**config.mk**
```make
export PLATFORM = sky130hd
export DESIGN_NAME = serial_word_receiver
export DESIGN_NICKNAME = d
export VERILOG_FILES = /design/src/rtl/serial_word_receiver.sv
export SDC_FILE = /design/constraint.sdc
export NUM_CORES = 1
export LEC_CHECK = 0
export BUFFER_PORTS_ARGS = -buffer_cell sky130_fd_sc_hd__buf_2
export CAP_MARGIN = 30
export CELL_PAD_IN_SITES_DETAIL_PLACEMENT = 0
export CELL_PAD_IN_SITES_GLOBAL_PLACEMENT = 1
export CORE_MARGIN = 2
export CORE_UTILIZATION = 43
export DETAILED_ROUTE_END_ITERATION = 16
export GPL_TIMING_DRIVEN = 1
export PLACE_DENSITY_LB_ADDON = 0.1
export SLEW_MARGIN = 20
export SYNTH_ARGS = -nofsm -noshare
export SYNTH_HDL_FRONTEND = slang
export SYNTH_SLANG_ARGS = --single-unit
export TNS_END_PERCENT = 50
```
**constraint.sdc**
```tcl
create_clock -name Clk -period 2.7 [get_ports Clk]
set_input_delay 0 -clock Clk [delete_from_list [all_inputs] [get_ports Clk]]
set_output_delay 0 -clock Clk [all_outputs]
set_load 0.02 [all_outputs]
```
**src/rtl/serial_word_receiver.sv**
```systemverilog
// serial_word_receiver: start bit, WIDTH data bits (LSB- or MSB-first) and stop bit in, valid/ready word out.
// Define PARITY_EN to add an even-parity bit after the data bits and a sticky parity_err output.
module serial_word_receiver #(
  parameter int WIDTH = 4
) (
  input  logic             Clk,
  input  logic             Reset_n,
  input  logic             sin,
  input  logic             sin_valid,
  input  logic             dir,
  output logic [WIDTH-1:0] dout,
  output logic             dout_valid,
  input  logic             dout_ready,
  output logic             frame_err,
  output logic             overrun,
`ifdef PARITY_EN
  output logic             parity_err,
`endif
  output logic             busy
);

  localparam int CW = (WIDTH > 2) ? $clog2(WIDTH) : 1;

  typedef enum logic [1:0] {
    S_IDLE,
    S_DATA,
    S_PARITY,
    S_STOP
  } state_t;

  state_t           state, state_nxt;
  logic [CW-1:0]    cnt;
  logic [WIDTH-1:0] shreg;
  logic             dir_q;
  logic             par_bad;
  logic             start_hit;
  logic             last_data;
  logic             stop_hit;

  assign start_hit = (state == S_IDLE) && sin_valid && !sin;
  assign last_data = (state == S_DATA) && sin_valid && (cnt == CW'(WIDTH - 1));
  assign stop_hit  = (state == S_STOP) && sin_valid;
  assign busy      = (state != S_IDLE);

  // NOTE: every signal assigned in this block gets a default first, so no path can infer a latch.
  always_comb begin
    state_nxt = state;
    case (state)
      S_IDLE: if (start_hit) state_nxt = S_DATA;
`ifdef PARITY_EN
      S_DATA: if (last_data) state_nxt = S_PARITY;
`else
      S_DATA: if (last_data) state_nxt = S_STOP;
`endif
      S_PARITY: if (sin_valid) state_nxt = S_STOP;
      S_STOP:   if (sin_valid) state_nxt = S_IDLE;
      default:  state_nxt = S_IDLE;
    endcase
  end

  // NOTE: sequential state uses non-blocking assignments so every register samples pre-edge values.
  always_ff @(posedge Clk) begin
    if (!Reset_n) state <= S_IDLE;
    else          state <= state_nxt;
  end

  always_ff @(posedge Clk) begin
    if (!Reset_n) begin
      cnt        <= '0;
      shreg      <= '0;
      dir_q      <= 1'b0;
      dout       <= '0;
      dout_valid <= 1'b0;
      frame_err  <= 1'b0;
      overrun    <= 1'b0;
    end else begin
      if (start_hit) begin
        dir_q <= dir;
        cnt   <= '0;
      end

      // LSB-first streams enter at the top and walk down; MSB-first enter at the bottom and walk up.
      if ((state == S_DATA) && sin_valid) begin
        if (dir_q) shreg <= {shreg[WIDTH-2:0], sin};
        else       shreg <= {sin, shreg[WIDTH-1:1]};
        cnt <= cnt + 1'b1;
      end

      if (dout_valid && dout_ready) dout_valid <= 1'b0;

      // A good word may replace one that is being accepted on this same edge, so there is no bubble.
      if (stop_hit) begin
        if (!sin) begin
          frame_err <= 1'b1;
        end else if (!par_bad) begin
          if (!dout_valid || dout_ready) begin
            dout       <= shreg;
            dout_valid <= 1'b1;
          end else begin
            overrun <= 1'b1;
          end
        end
      end
    end
  end

`ifdef PARITY_EN
  always_ff @(posedge Clk) begin
    if (!Reset_n) begin
      par_bad    <= 1'b0;
      parity_err <= 1'b0;
    end else begin
      if (start_hit) par_bad <= 1'b0;
      if ((state == S_PARITY) && sin_valid && ((^shreg) ^ sin)) begin
        par_bad    <= 1'b1;
        parity_err <= 1'b1;
      end
    end
  end
`else
  assign par_bad = 1'b0;
`endif

endmodule

```
## Word level (Yosys, flattened, before mapping)

Cells that the tools add are included.

- Bits in registers: 16
- Bits of input ports: 6
- Word-level logic and storage cells: 47
- Output and inout port bits: 8

- Equality and inequality tests: 8
- Bitwise gates (word level): 2
- Multiplexer cells: 12
- Reduce and logical (&&, ||, !) cells: 16
- Add/sub/neg operators: 1

Operator list:

| cell | number |
|---|---|
| two-way mux 2 bit | 6 |
| != test 2 bit, second input constant | 4 |
| one-hot mux 2 bit (4 select lines) | 1 |
| equality test 2 bit, second input constant | 3 |
| logical AND 1 bit | 6 |
| AND reduction 3 bit | 2 |
| two-way mux 1 bit | 4 |
| two-way mux 4 bit | 1 |
| AND reduction 4 bit | 1 |
| nonzero test 2 bit | 2 |
| adder 2 x 1 -> 2 bit, second input constant | 1 |
| equality test 2 x 1 -> 1 bit, second input constant | 1 |
| zero test 1 bit | 2 |
| zero test 2 bit | 1 |
| inverter 1 bit | 2 |
| AND reduction 2 bit | 1 |
| logical OR 1 bit | 1 |

## Depth between registers and ports, before layout

Gate-level depths: netlist (run 1).

- Word-level depth: 5
- Depth in mapped cells: 6
- Mapped depth without buffers: 6

## Least setup slack after synthesis (run 1)

OpenSTA, ideal clock, no wires.

- Path kind: register -> register
- From: register state[0]
- To: register state[0]
- Stages on the path, launching flop included: 7
- Data arrival time: 1210 ps
- Data required time: 2584 ps
- Path slack: 1374 ps
- Buffers on the path: 0
- Cell sequence: dfxtp_1 inv_1 ha_1 inv_1 o221a_2 nand2_1 o211a_1

- Word-level cells in the longest chain between the ends: 5
- Elaborated cells between the ends (all ways): 14
- Those cells by class: eq/ne (7); mux (1); reduce/logical (6)

Ends and longest elaborated chain:

| what | RTL line | RTL |
|---|---|---|
| start: declaration | 31 | `state_t state, state_nxt;` |
| start signal: assignment | 64 | `else state <= state_nxt;` |
| equality test 2 x 1 -> 1 bit or zero test 2 bit (tied branches) | 41, 48, 40 |  |
| logical AND 1 bit, on equally long branches (2 in series) | 41, 40 |  |
| != test 2 bit (no source line) | n/a |  |
| AND reduction 4 bit (no source line) | n/a |  |

Several ways; a longest one is shown, not always the timed one.
A chain may end at the register's enable or synchronous reset.

## Worst setup path after layout (run 1)

- From: register state[0]
- To: register cnt[1]

- Word-level cells in the longest chain between the ends: 4
- Elaborated cells between the ends (all ways): 7
- Those cells by class: eq/ne (1); mux (1); reduce/logical (5)

Ends and longest elaborated chain:

| what | RTL line | RTL |
|---|---|---|
| zero test 2 bit | 40 | `assign start_hit = (state == S_IDLE) && sin_valid && !sin;` |
| logical AND 1 bit (2 in series) | 40 |  |
| nonzero test 2 bit (no source line) | n/a |  |
| end signal: assignment | 86 | `cnt <= cnt + 1'b1;` |
| end: declaration | 32 | `logic [CW-1:0] cnt;` |

Several ways; a longest one is shown, not always the timed one.

==> impl_table.tex, run 1 <==
\begin{tabular}{lr}
\hline
Metric & Value \\
\hline
\multicolumn{2}{l}{\textbf{Clocking}} \\
Clk sink count & 16 \\
Clock Pin Slew Worst Setup and Hold Paths & 0.08 ns \\
Max H-tree Level & 1 \\
TritonCTS clock tree & yes \\
Worst skew pair latency & 0.28 ns \\
Cts bufs inserted & 3 \\
Buffer cell driving the clock tree root & clkbuf\_4 \\
Deepest clock path buffer count & 2 \\
Buffers inserted by post-CTS timing repair & 0 \\
\multicolumn{2}{l}{\textbf{Timing}} \\
Final count of pins violating max slew & 0 \\
F\_max & 705.2 MHz \\
Shortest clock period the worst path allows after layout & 1.418 ns \\
Total Neg Setup Slack & 0 ns \\
Measured slew at the worst slew-check pin & 0.3299 ns \\
Final setup skew & $\sim$0.0011 ns \\
Endpoints failing setup & 0 \\
RSZ-0062 raised after global routing & no \\
Share of the clock period used by the worst path & between 50\% and 60\% \\
Hold Fails Final Rpt & 0 \\
Relative max-transition margin & 78.01\% \\
\multicolumn{2}{l}{\textbf{Critical path}} \\
Cell with the largest stage delay on the worst path & dfxtp\_1 \\
CP startpoint kind & flip-flop \\
Cell depth of the worst flop-to-flop path & 6 \\
Slowest cell delay on critical path & 0.39 ns \\
Data required time of the worst path & $\sim$3 ns \\
Largest fanout of any net on the critical path & 4 \\
Most used cell along the critical path & nor2b\_1 \\
Critical path cell sequence & inv\_1, ha\_1, nor2b\_1, o21ai\_0, a22oi\_1, nor2b\_1 \\
Element type at the critical path end & flip-flop \\
Worst setup path class & reg2reg \\
Startpoint of the lowest-slack register-to-register path & state[0] \\
Worst reg2reg path endpoint & cnt[1] \\
Data arrival at the endpoint of the critical path & $\sim$1.6 ns \\
Slack of the worst reg-to-reg path & 1.28 ns \\
\multicolumn{2}{l}{\textbf{Floorplan}} \\
Die span in x & between 40 and 50 um \\
Count of standard-cell rows & 15 \\
Starting Density & 45.04\% \\
Area of the die & 0.002122 sq mm \\
Number of ports placed on the die boundary & 14 \\
Die Span Y & about 46 um \\
Floorplan core area & between 0.0015 and 0.002 sq mm \\
\multicolumn{2}{l}{\textbf{Hold path}} \\
Endpoint, Worst Hold & dout\_valid \\
Worst Hold Path Cells & 3 \\
Worst hold path startpoint & dout\_ready \\
Classification of the worst-slack hold path & in2reg \\
\multicolumn{2}{l}{\textbf{Place}} \\
Final weighted congestion in routability-driven placement & 0.7437 \\
Instance area after placement & 822.0 sq um \\
Number of buffer cells added on primary ports & 13 \\
Cells after DPL & 102 \\
Hpwl dp & 917.3 um \\
\multicolumn{2}{l}{\textbf{Layout}} \\
Commonest non-fill, non-tap cell in the layout & dfxtp\_1 \\
Fraction of final layout cells with drive strength greater than 1 & 22.47\% \\
Post-Layout Cell Count & $\sim$110 \\
Growth of design area from synthesis to finish & 12.34\% \\
Final-layout fill cell count & 172 \\
Cell area after layout & 854.6 sq um \\
Diodes inserted & 0 \\
Most frequent cells in the layout & 16 x dfxtp\_1, 13 x buf\_2, 9 x mux2i\_1 \\
Number of nets in the final layout & 102 \\
\multicolumn{2}{l}{\textbf{Yosys}} \\
Cell Area, Synth & 760.7 sq um \\
Synth Net Count & 87 \\
Number of enable-type register cells in the synthesized netlist & 0 \\
Number of instances in the synthesized netlist & 76 \\
Sequential fraction of the synthesis area & a little over two fifths \\
Synth area leader & dfxtp\_1 \\
Register bit count reported by yosys & 16 \\
Yosys top cell area share & between 40\% and 50\% \\
Dominant cells by area after synthesis & dfxtp\_1 42\%, mux2i\_1 12\%, ha\_1 8.2\%, nor2b\_1 6.6\%, o211a\_1 6.6\% \\
Async set-or-reset flop fraction in the synthesized netlist & 0\% \\
Most instantiated flip-flop cell in the synthesis netlist & dfxtp\_1 \\
Average footprint of a synthesized cell & 10.01 sq um \\
Syn. warnings & 0 \\
Post-synth cell types & 24 \\
\multicolumn{2}{l}{\textbf{Drt}} \\
Routed vias/inst & approximately 5.1 \\
Post-route antenna net violation count & 0 \\
Total vias in the final route & about 540 \\
Average routed wire per standard cell & approximately 11 um \\
Initial detailed-routing violation count & 2 \\
Number of remaining DRC errors & 0 \\
Routed Wire Length & 1.217 mm \\
Detailed-router iteration count before antenna repair & 2 \\
\multicolumn{2}{l}{\textbf{Global route}} \\
Remaining global-route overflow & 0 \\
Maximum number of pins on one net before global-route repair & 18 \\
Vias in the first global route & between 500 and 600 \\
Wire length of the first global-routing pass & $\sim$2.2 mm \\
Antenna violations before repair & 0 \\
Gr usage total & 14.72\% \\
\multicolumn{2}{l}{\textbf{Pwr}} \\
Static Leak & 0.3946 nW \\
Pint & approximately 0.43 mW \\
Total net switching power & 0.2249 mW \\
Switching share of power & 34.50\% \\
Part of the power in registers & 47.2\% \\
Total power density per cell area & 762.6 mW/mm\^{}2 \\
PnR Total Power & 0.6517 mW \\
Worst IR Drop VDD & 0.0004136 V \\
Combinational Power Share & between 30\% and 40\% \\
Clock Power Share & 18.5\% \\
\multicolumn{2}{l}{\textbf{Flow run}} \\
MaxCap Viol Count & 0 \\
\multicolumn{2}{l}{\textbf{Outcome}} \\
Outcome & completed \\
\hline
\end{tabular}
power by group through the flow:
stage	Sequential [mW]	Combinational (mW)	Clock [mW]
2_1_floorplan	0.304	0.185	0
3_3_place_gp	0.314	0.224	0
3_5_place_dp	0.314	0.223	0
4_1_cts	0.308	0.226	0.131
5_1_grt	0.315	0.254	0.141
6_report	0.308	0.224	0.120
final cells by class:
cell class	instances	area, sq um	area share, %
inverters	3	11.26	1.318
well taps	17	21.27	2.489
flip-flops and latches	16	320.3	37.48
clock buffers	3	22.52	2.635
multi-input cells	53	404.1	47.29
repair buffers	14	75.07	8.785
cell families (layout without fill, tap and decap cells):
family	Yosys count	in the layout	share of synthesized area, %
adder cells (fa/ha/maj)	5	5	8.224
AND/OR/NAND/NOR	26	26	19.08
multiplexers	9	9	11.84
AO/OA/AOI/OAI	13	13	13.98
buffers and inverters	7	20	4.769
flip-flops	16	16	42.11
how the worst max path moves through the flow:
stage,start,to,slack (ns),cells after the start
after detailed placement,state[0],dout[1],1.30,5
after floorplan,state[0],state[0],1.37,6
final,state[0],cnt[1],1.28,6
after global routing,state[0],dout[0],1.12,5
after CTS,state[0],dout[1],1.27,5
after global placement,state[0],state[0],1.32,6
per-layer routing:
metal	part of all wire (%)	routed length, um	vias up	global-route usage, %
met5	0	0	-	0
met2	48	583	11	23.61
li1	-	-	283	-
met1	45	552	242	16.99
met3	5.3	65	2	5.882
met4	1.2	15	0	6.857
repair_timing:
| item | 4_1_cts | 5_1_grt |
|---|---|---|
| hold buffers | 1 | 0 |
| endpoints found under the hold margin | 1 | 0 |
| gates resized for setup | 0 | 0 |
cell usage after synthesis, types with 2 or more instances:
| cell type | count |
|---|---|
| o211a_1 | 5 |
| inv_1 | 3 |
| nor2b_2 | 2 |
| nand2b_1 | 2 |
| buf_2 | 2 |
| ha_1 | 5 |
| mux2i_1 | 9 |
| nand2_1 | 8 |
| a21boi_0 | 2 |
| dfxtp_1 | 16 |
| nand3_1 | 2 |
| nor2b_1 | 8 |
flip-flops by register name, indices dropped and copies added (netlist names):
name,cells
frame_err,1
dir_q,1
overrun,1
dout_valid,1
state,2
shreg,4
cnt,2
dout,4
worst max-delay path, delay by kind of cell (launching register included):
kind,cells,cell delay [ns]
buffers and inverters,1,0.08
DFF,1,0.39
adders and majority gates,1,0.24
and+or+nand+nor,2,0.26
AOI/OAI and AO/OA,2,0.40
metrics by stage:
stage	worst slack (ns)	hold slack, ns	utilization (%)
after floorplan	1.374	0.1282	-
after global placement	1.322	0.2750	48.67
after detailed placement	1.295	0.2849	48.67
after CTS	1.273	0.02532	50.59
after global routing	1.123	0.04844	50.59
final	1.282	0.03306	50.59
Note: power is estimated with default switching activity, not from simulation.
==> inputs of run 2 (changes only) <==
- CORE_UTILIZATION: 43 -> 40
- clock period: 2.7 -> 1.4 ns (I/O delays scaled with it)
==> run 2 against run 1 <==
  * Clock skew grew 0.0020 ns
  * Utilization shrank 0.24 points
  * Die area grew 6.8%
  * Sequential cell count is the same
  * Via count grew 4.5%
  * Register-to-register slack lost 1.2 ns
  * Sequential power grew 97%
  * Final area grew 4.0%
  * Sequential share of layout area shrank 1.1 points
  * Wire length grew 11%
  * Combinational power grew 96%
  * Worst setup slack lost 1.2 ns
  * Largest power group unchanged
==> impl_table.tex, run 2 (synthesis results as in run 1) <==
\begin{tabular}{lr}
\hline
Metric & Value \\
\hline
\multicolumn{2}{l}{\textbf{Pwr}} \\
Switching share of power & roughly 34\% \\
Pint & 0.8914 mW \\
Clock Power Share & a little under a quarter \\
Part of the power in registers & between 40\% and 50\% \\
Total power density per cell area & 1529 mW/mm\^{}2 \\
Static Leak & about 0.41 nW \\
Worst IR Drop VDD & about 0.00083 V \\
Total net switching power & 0.4669 mW \\
Combinational Power Share & approximately 32\% \\
PnR Total Power & roughly 1.4 mW \\
\multicolumn{2}{l}{\textbf{Clocking}} \\
Buffer cell driving the clock tree root & clkbuf\_4 \\
TritonCTS clock tree & yes \\
Max H-tree Level & 1 \\
Clock Pin Slew Worst Setup and Hold Paths & about 0.1 ns \\
Deepest clock path buffer count & 2 \\
Clk sink count & 16 \\
Cts bufs inserted & 3 \\
Worst skew pair latency & $\sim$0.29 ns \\
\multicolumn{2}{l}{\textbf{Place}} \\
Final weighted congestion in routability-driven placement & approximately 0.71 \\
Cells after DPL & 110 \\
Number of buffer cells added on primary ports & 13 \\
Pre-CTS setup slack & -0.0008091 ns \\
Hpwl dp & 938.4 um \\
\multicolumn{2}{l}{\textbf{Critical path}} \\
Crit path buffers/inverters & 2 \\
Crit-path leading delay family & compound AO/OA/AOI/OAI gates \\
Data required time of the worst path & $\sim$1.6 ns \\
Data arrival at the endpoint of the critical path & 1.53 ns \\
Cell depth of the worst flop-to-flop path & 5 \\
Count of cell instances traversed by the critical path & 5 \\
Critical path cell sequence & inv\_1, ha\_1, inv\_1, o221a\_2, o211a\_1 \\
Most used cell along the critical path & inv\_1 \\
Largest fanout of any net on the critical path & 4 \\
Worst reg2reg path endpoint & state[0] \\
CP startpoint kind & flip-flop \\
Element type at the critical path end & flip-flop \\
Cell with the largest stage delay on the worst path & dfxtp\_2 \\
Startpoint of the lowest-slack register-to-register path & state[0] \\
Slack of the worst reg-to-reg path & between 0.05 and 0.06 ns \\
Worst setup path class & reg2reg \\
Slowest cell delay on critical path & 0.35 ns \\
\multicolumn{2}{l}{\textbf{Layout}} \\
Biggest regs & dout: 4 flops, shreg: 4 flops \\
Diodes inserted & 0 \\
Commonest non-fill, non-tap cell in the layout & dfxtp\_1 \\
Most frequent cells in the layout & 14 x dfxtp\_1, 13 x buf\_2, 9 x mux2i\_1 \\
Growth of design area from synthesis to finish & 16.78\% \\
Post-Route Utilization & a little over 50\% \\
Fraction of final layout cells with drive strength greater than 1 & 26.67\% \\
Number of nets in the final layout & between 100 and 150 \\
Post-Layout Cell Count & $\sim$120 \\
\multicolumn{2}{l}{\textbf{Flow run}} \\
MaxCap Viol Count & 0 \\
\multicolumn{2}{l}{\textbf{Timing}} \\
Fin Hold WS & 0.03050 ns \\
F\_max & 745.1 MHz \\
Endpoints failing setup & 0 \\
Relative max-transition margin & 76.79\% \\
RSZ-0062 raised after global routing & yes \\
Share of the clock period used by the worst path & a little over nine tenths \\
Final count of pins violating max slew & 0 \\
Hold Fails Final Rpt & 0 \\
Worst setup margin & 0.05783 ns \\
Final setup skew & around 0.0031 ns \\
Measured slew at the worst slew-check pin & 0.3482 ns \\
Shortest clock period the worst path allows after layout & about 1.3 ns \\
\multicolumn{2}{l}{\textbf{Floorplan}} \\
Die span in x & 47.61 um \\
Number of ports placed on the die boundary & 14 \\
Die Span Y & between 40 and 50 um \\
Area of the die & 0.002267 sq mm \\
Floorplan core area & 0.001764 sq mm \\
Starting Density & between 40 and 50\% \\
Count of standard-cell rows & 15 \\
\multicolumn{2}{l}{\textbf{Drt}} \\
Routed Wire Length & between 1 and 1.5 mm \\
Post-route antenna net violation count & 0 \\
Number of remaining DRC errors & 0 \\
Initial detailed-routing violation count & 7 \\
Routed vias/inst & approximately 5 \\
Average routed wire per standard cell & about 12 um \\
Total vias in the final route & 562 \\
Detailed-router iteration count before antenna repair & 4 \\
\multicolumn{2}{l}{\textbf{Global route}} \\
Gr usage total & between 10\% and 20\% \\
Maximum number of pins on one net before global-route repair & 18 \\
Wire length of the first global-routing pass & around 2.0 mm \\
Vias in the first global route & between 400 and 500 \\
Antenna violations before repair & 0 \\
Remaining global-route overflow & 0 \\
\multicolumn{2}{l}{\textbf{Hold path}} \\
Worst Hold Path Cells & 3 \\
Endpoint, Worst Hold & dout\_valid \\
Classification of the worst-slack hold path & in2reg \\
Worst hold path startpoint & dout\_ready \\
\multicolumn{2}{l}{\textbf{Outcome}} \\
Outcome & completed \\
\hline
\end{tabular}
## run 2: cell types whose count changed in the layout (fill, tap and decap cells not counted), sizes merged
cell,change
clkbuf,+1
## run 2: how the worst max path moves through the flow
| stage | start | end | slack (ns) |
|---|---|---|---|
| 6_report | state[0] | state[0] | 0.06 |
| 3_3_place_gp | state[0] | dout[1] | 0.05 |
| 3_5_place_dp | state[0] | dout[2] | -0.0008 |
| 5_1_grt | state[0] | state[0] | -0.02 |
| 4_1_cts | state[0] | cnt[1] | 0.006 |
| 2_1_floorplan | state[0] | state[0] | 0.07 |
## run 2: layer usage
layer	global-route usage [%]	share of wire (%)	vias up
met4	8.108	1.1	0
met2	19.19	45	11
met5	0	0	-
met1	17.62	50	260
li1	-	-	289
met3	3.396	3.4	2
## run 2: cell type report
type	instances	area, sq um
Clock buffer	4	36.28
Fill cell	197	875.8
Inverter	3	11.26
Multi-Input combinational cell	53	411.6
Sequential cell	16	322.8
Tap cell	25	31.28
Timing Repair Buffer	14	75.07
## run 2: stage by stage
step | setup TNS [ns] | instance area, sq um
2_1_floorplan | 0 | 760.7
3_3_place_gp | 0 | 832.0
3_5_place_dp | -0.0008091 | 832.0
4_1_cts | 0 | 883.3
5_1_grt | -0.04903 | 888.4
6_report | 0 | 888.4
## run 2: power groups by stage
stage                     clock [mW]  combinational (mW)  sequential [mW]
after floorplan                    0               0.356            0.587
after global placement             0               0.430            0.605
after detailed placement           0               0.430            0.607
after CTS                      0.323               0.435            0.596
after global routing           0.338               0.489            0.619
final                          0.313               0.439            0.606
## run 2: timing repair
item,in CTS,in global routing
hold buffers,1,0
pin swaps,0,0
endpoints found under the setup margin,4,9
setup buffers,0,0
resized for setup,1,4
hold endpoints to repair,1,0
## run 2: worst register-to-register path, delay by kind of cell (launching register included)
| family | cells | cell delay [ns] |
|---|---|---|
| flops | 1 | 0.35 |
| compound gates | 2 | 0.53 |
| fa+ha+maj | 1 | 0.22 |
| buf+inv | 2 | 0.14 |
==> inputs of run 3 (changes only) <==
- ABC_AREA: default -> 1
- CORE_UTILIZATION: 40 -> 37
==> run 3 against run 2 <==
  * Critical path depth rose by 1
  * Die area rose by 4.3%
  * Utilization fell by 3.2 points
  * First-iteration DRC count did not move
  * Global-route usage rose by 0.16 points
  * Clock power barely moved
  * Sequential power barely moved
  * Cell count rose by 28%
==> impl_table.tex, run 3 <==
\begin{tabular}{lr}
\hline
Metric & Value \\
\hline
\multicolumn{2}{l}{\textbf{Flow run}} \\
MaxCap Viol Count & 0 \\
\multicolumn{2}{l}{\textbf{Pwr}} \\
Worst IR Drop VDD & between 0.0009 and 0.001 V \\
Pint & 0.8848 mW \\
Combinational Power Share & 35.2\% \\
Clock Power Share & 21.9\% \\
Static Leak & 0.4432 nW \\
Total power density per cell area & 1560 mW/mm\^{}2 \\
Part of the power in registers & between 40\% and 50\% \\
Switching share of power & $\sim$37\% \\
Total net switching power & around 0.53 mW \\
PnR Total Power & 1.415 mW \\
\multicolumn{2}{l}{\textbf{Yosys}} \\
Average footprint of a synthesized cell & about 7.3 sq um \\
Number of enable-type register cells in the synthesized netlist & 0 \\
Yosys top cell area share & 43.46\% \\
Sequential fraction of the synthesis area & 43.46\% \\
Most instantiated flip-flop cell in the synthesis netlist & dfxtp\_1 \\
Most instantiated library cell after synthesis & nand2\_1 \\
Synth area leader & dfxtp\_1 \\
Synth cell count leaders & 18 x nand2\_1, 16 x dfxtp\_1, 16 x inv\_1 \\
Cell Area, Synth & 737.0 sq um \\
Syn. warnings & 0 \\
Async set-or-reset flop fraction in the synthesized netlist & 0\% \\
Dominant cells by area after synthesis & dfxtp\_1 43\%, nand2\_1 9.2\%, ha\_1 8.5\%, inv\_1 8.1\%, nor2\_1 7.1\% \\
Synth Net Count & 112 \\
Register bit count reported by yosys & 16 \\
Number of instances in the synthesized netlist & just over 100 \\
Post-synth cell types & 15 \\
\multicolumn{2}{l}{\textbf{Critical path}} \\
Data arrival at the endpoint of the critical path & about 1.5 ns \\
Element type at the critical path end & flip-flop \\
Startpoint of the lowest-slack register-to-register path & state[1] \\
Most used cell along the critical path & inv\_1 \\
Slack of the worst reg-to-reg path & 0.11 ns \\
Cell with the largest stage delay on the worst path & dfxtp\_2 \\
Data required time of the worst path & between 1.5 and 2 ns \\
Slowest cell delay on critical path & 0.36 ns \\
Worst setup path class & reg2reg \\
Cell depth of the worst flop-to-flop path & 6 \\
Crit-path leading delay family & flip-flops \\
CP startpoint kind & flip-flop \\
Worst reg2reg path endpoint & shreg[1] \\
Crit path buffers/inverters & 3 \\
Source of the critical timing path & state[1] \\
Largest fanout of any net on the critical path & 5 \\
Critical path cell sequence & inv\_1, ha\_1, nand2\_2, clkinvlp\_4, o211ai\_1, inv\_1 \\
Count of cell instances traversed by the critical path & 6 \\
\multicolumn{2}{l}{\textbf{Drt}} \\
Routed vias/inst & 4.558 \\
Routed length on met2 & 685 um \\
Initial detailed-routing violation count & 7 \\
Detailed-router iteration count before antenna repair & 4 \\
Highest metal layer with signal wires & met4 \\
Total vias in the final route & 670 \\
Number of remaining DRC errors & 0 \\
Routed wl met3 & around 54 um \\
Post-route antenna net violation count & 0 \\
Routed metal-1 wirelength & 748 um \\
Average routed wire per standard cell & 10.21 um \\
Routed Wire Length & roughly 1.5 mm \\
\multicolumn{2}{l}{\textbf{Global route}} \\
Maximum number of pins on one net before global-route repair & 15 \\
Wire length of the first global-routing pass & 2.470 mm \\
Antenna violations before repair & 0 \\
Gr usage total & 13.43\% \\
Remaining global-route overflow & 0 \\
Vias in the first global route & about 600 \\
\multicolumn{2}{l}{\textbf{Place}} \\
Final weighted congestion in routability-driven placement & approximately 0.73 \\
Instance area after placement & 839.6 sq um \\
Number of buffer cells added on primary ports & 13 \\
Hpwl dp & 983 um \\
\multicolumn{2}{l}{\textbf{Layout}} \\
Commonest non-fill, non-tap cell in the layout & nand2\_1 \\
Biggest regs & dout: 4 flops, shreg: 4 flops \\
Number of nets in the final layout & 132 \\
Fraction of final layout cells with drive strength greater than 1 & 23.33\% \\
Growth of design area from synthesis to finish & 23.09\% \\
Cell area after layout & 907.1 sq um \\
Most frequent cells in the layout & 17 x nand2\_1, 16 x inv\_1, 14 x nor2\_1, 14 x dfxtp\_1, 13 x buf\_2 \\
Diodes inserted & 0 \\
\multicolumn{2}{l}{\textbf{Timing}} \\
F\_max & 777.4 MHz \\
Relative max-transition margin & between 80 and 90\% \\
RSZ-0062 raised after global routing & no \\
Measured slew at the worst slew-check pin & 0.2565 ns \\
Total Neg Setup Slack & 0 ns \\
Shortest clock period the worst path allows after layout & 1.286 ns \\
Share of the clock period used by the worst path & 91.88\% \\
Hold Fails Final Rpt & 0 \\
Final count of pins violating max slew & 0 \\
Endpoints failing setup & 0 \\
Final setup skew & 0.002638 ns \\
\multicolumn{2}{l}{\textbf{Floorplan}} \\
Starting Density & 38.35\% \\
Die span in x & 48.63 um \\
Floorplan core area & roughly 0.0019 sq mm \\
Count of standard-cell rows & 16 \\
Die Span Y & 48.63 um \\
Area of the die & 0.002365 sq mm \\
Number of ports placed on the die boundary & 14 \\
\multicolumn{2}{l}{\textbf{Hold path}} \\
Endpoint, Worst Hold & dout\_valid \\
Worst Hold Path Cells & 3 \\
Worst hold path startpoint & dout\_ready \\
Classification of the worst-slack hold path & in2reg \\
\multicolumn{2}{l}{\textbf{Outcome}} \\
Outcome & completed \\
\multicolumn{2}{l}{\textbf{Clocking}} \\
Buffer cell driving the clock tree root & clkbuf\_4 \\
Clk sink count & 16 \\
Deepest clock path buffer count & 2 \\
Max H-tree Level & 1 \\
Clock Pin Slew Worst Setup and Hold Paths & about 0.1 ns \\
TritonCTS clock tree & yes \\
Cts bufs inserted & 3 \\
Worst skew pair latency & 0.28 ns \\
\hline
\end{tabular}
==> run 3: worst max-delay path by stage <==
stage	endpoint	slack [ns]
4_1_cts	shreg[1]	0.02
3_3_place_gp	state[1]	0.06
2_1_floorplan	shreg[0]	0.17
5_1_grt	shreg[0]	0.009
6_report	shreg[1]	0.11
3_5_place_dp	shreg[1]	0.03
==> run 3: layer usage <==
| layer | track usage [%] | vias to the layer above |
|---|---|---|
| li1 | - | 356 |
| met1 | 17.54 | 300 |
| met2 | 20.78 | 12 |
| met3 | 2.778 | 2 |
| met4 | 7.143 | 0 |
| met5 | 0 | - |
==> run 3: power groups by stage <==
stage / registers [mW] / logic (mW) / clock network [mW]
3_3_place_gp: 0.606 / 0.466 / 0
3_5_place_dp: 0.607 / 0.465 / 0
4_1_cts: 0.596 / 0.470 / 0.319
6_report: 0.607 / 0.499 / 0.310
5_1_grt: 0.618 / 0.575 / 0.345
2_1_floorplan: 0.600 / 0.353 / 0
==> run 3: per-stage QoR <==
step                instances  hold slack [ns]  setup slack (ns)  util [%]
floorplan                 101           0.1357            0.1673         -
global placement          141           0.2951           0.05878     43.68
detailed placement        141           0.2984           0.03245     43.68
CTS                       146          0.03885           0.01588     46.09
global route              147          0.04510          0.009187     47.20
finish                    147          0.04682            0.1136     47.20
==> run 3: cell families after synthesis <==
logic type | after synthesis | share of synthesized area [%]
compound gates | 18 | 13.92
fa+ha+maj | 5 | 8.489
buf+inv | 19 | 9.846
flops | 16 | 43.46
simple gates | 43 | 24.28
==> run 3: cell type report <==
class | count | area, sq um
flip-flops and latches | 16 | 322.8
well taps | 27 | 33.78
inverters | 18 | 72.57
multi-input cells | 66 | 351.6
repair buffers | 15 | 82.58
fillers | 212 | 1015
repair inverters | 1 | 7.507
clock buffers | 4 | 36.28
==> run 3: what timing repair did <==
| item | 4_1_cts | 5_1_grt |
|---|---|---|
| endpoints found under the setup margin | 0 | 12 |
| resized for setup | 0 | 6 |
| endpoints found under the hold margin | 1 | 0 |
| setup buffers | 0 | 0 |
| hold buffers | 1 | 0 |
==> run 3: tightest hold or removal path: cells and delay by family <==
| family | cells | cell delay, ns |
|---|---|---|
| AOI/OAI and AO/OA | 1 | 0.17 |
| buffers and inverters | 1 | 0.07 |
| and+or+nand+nor | 1 | 0.05 |
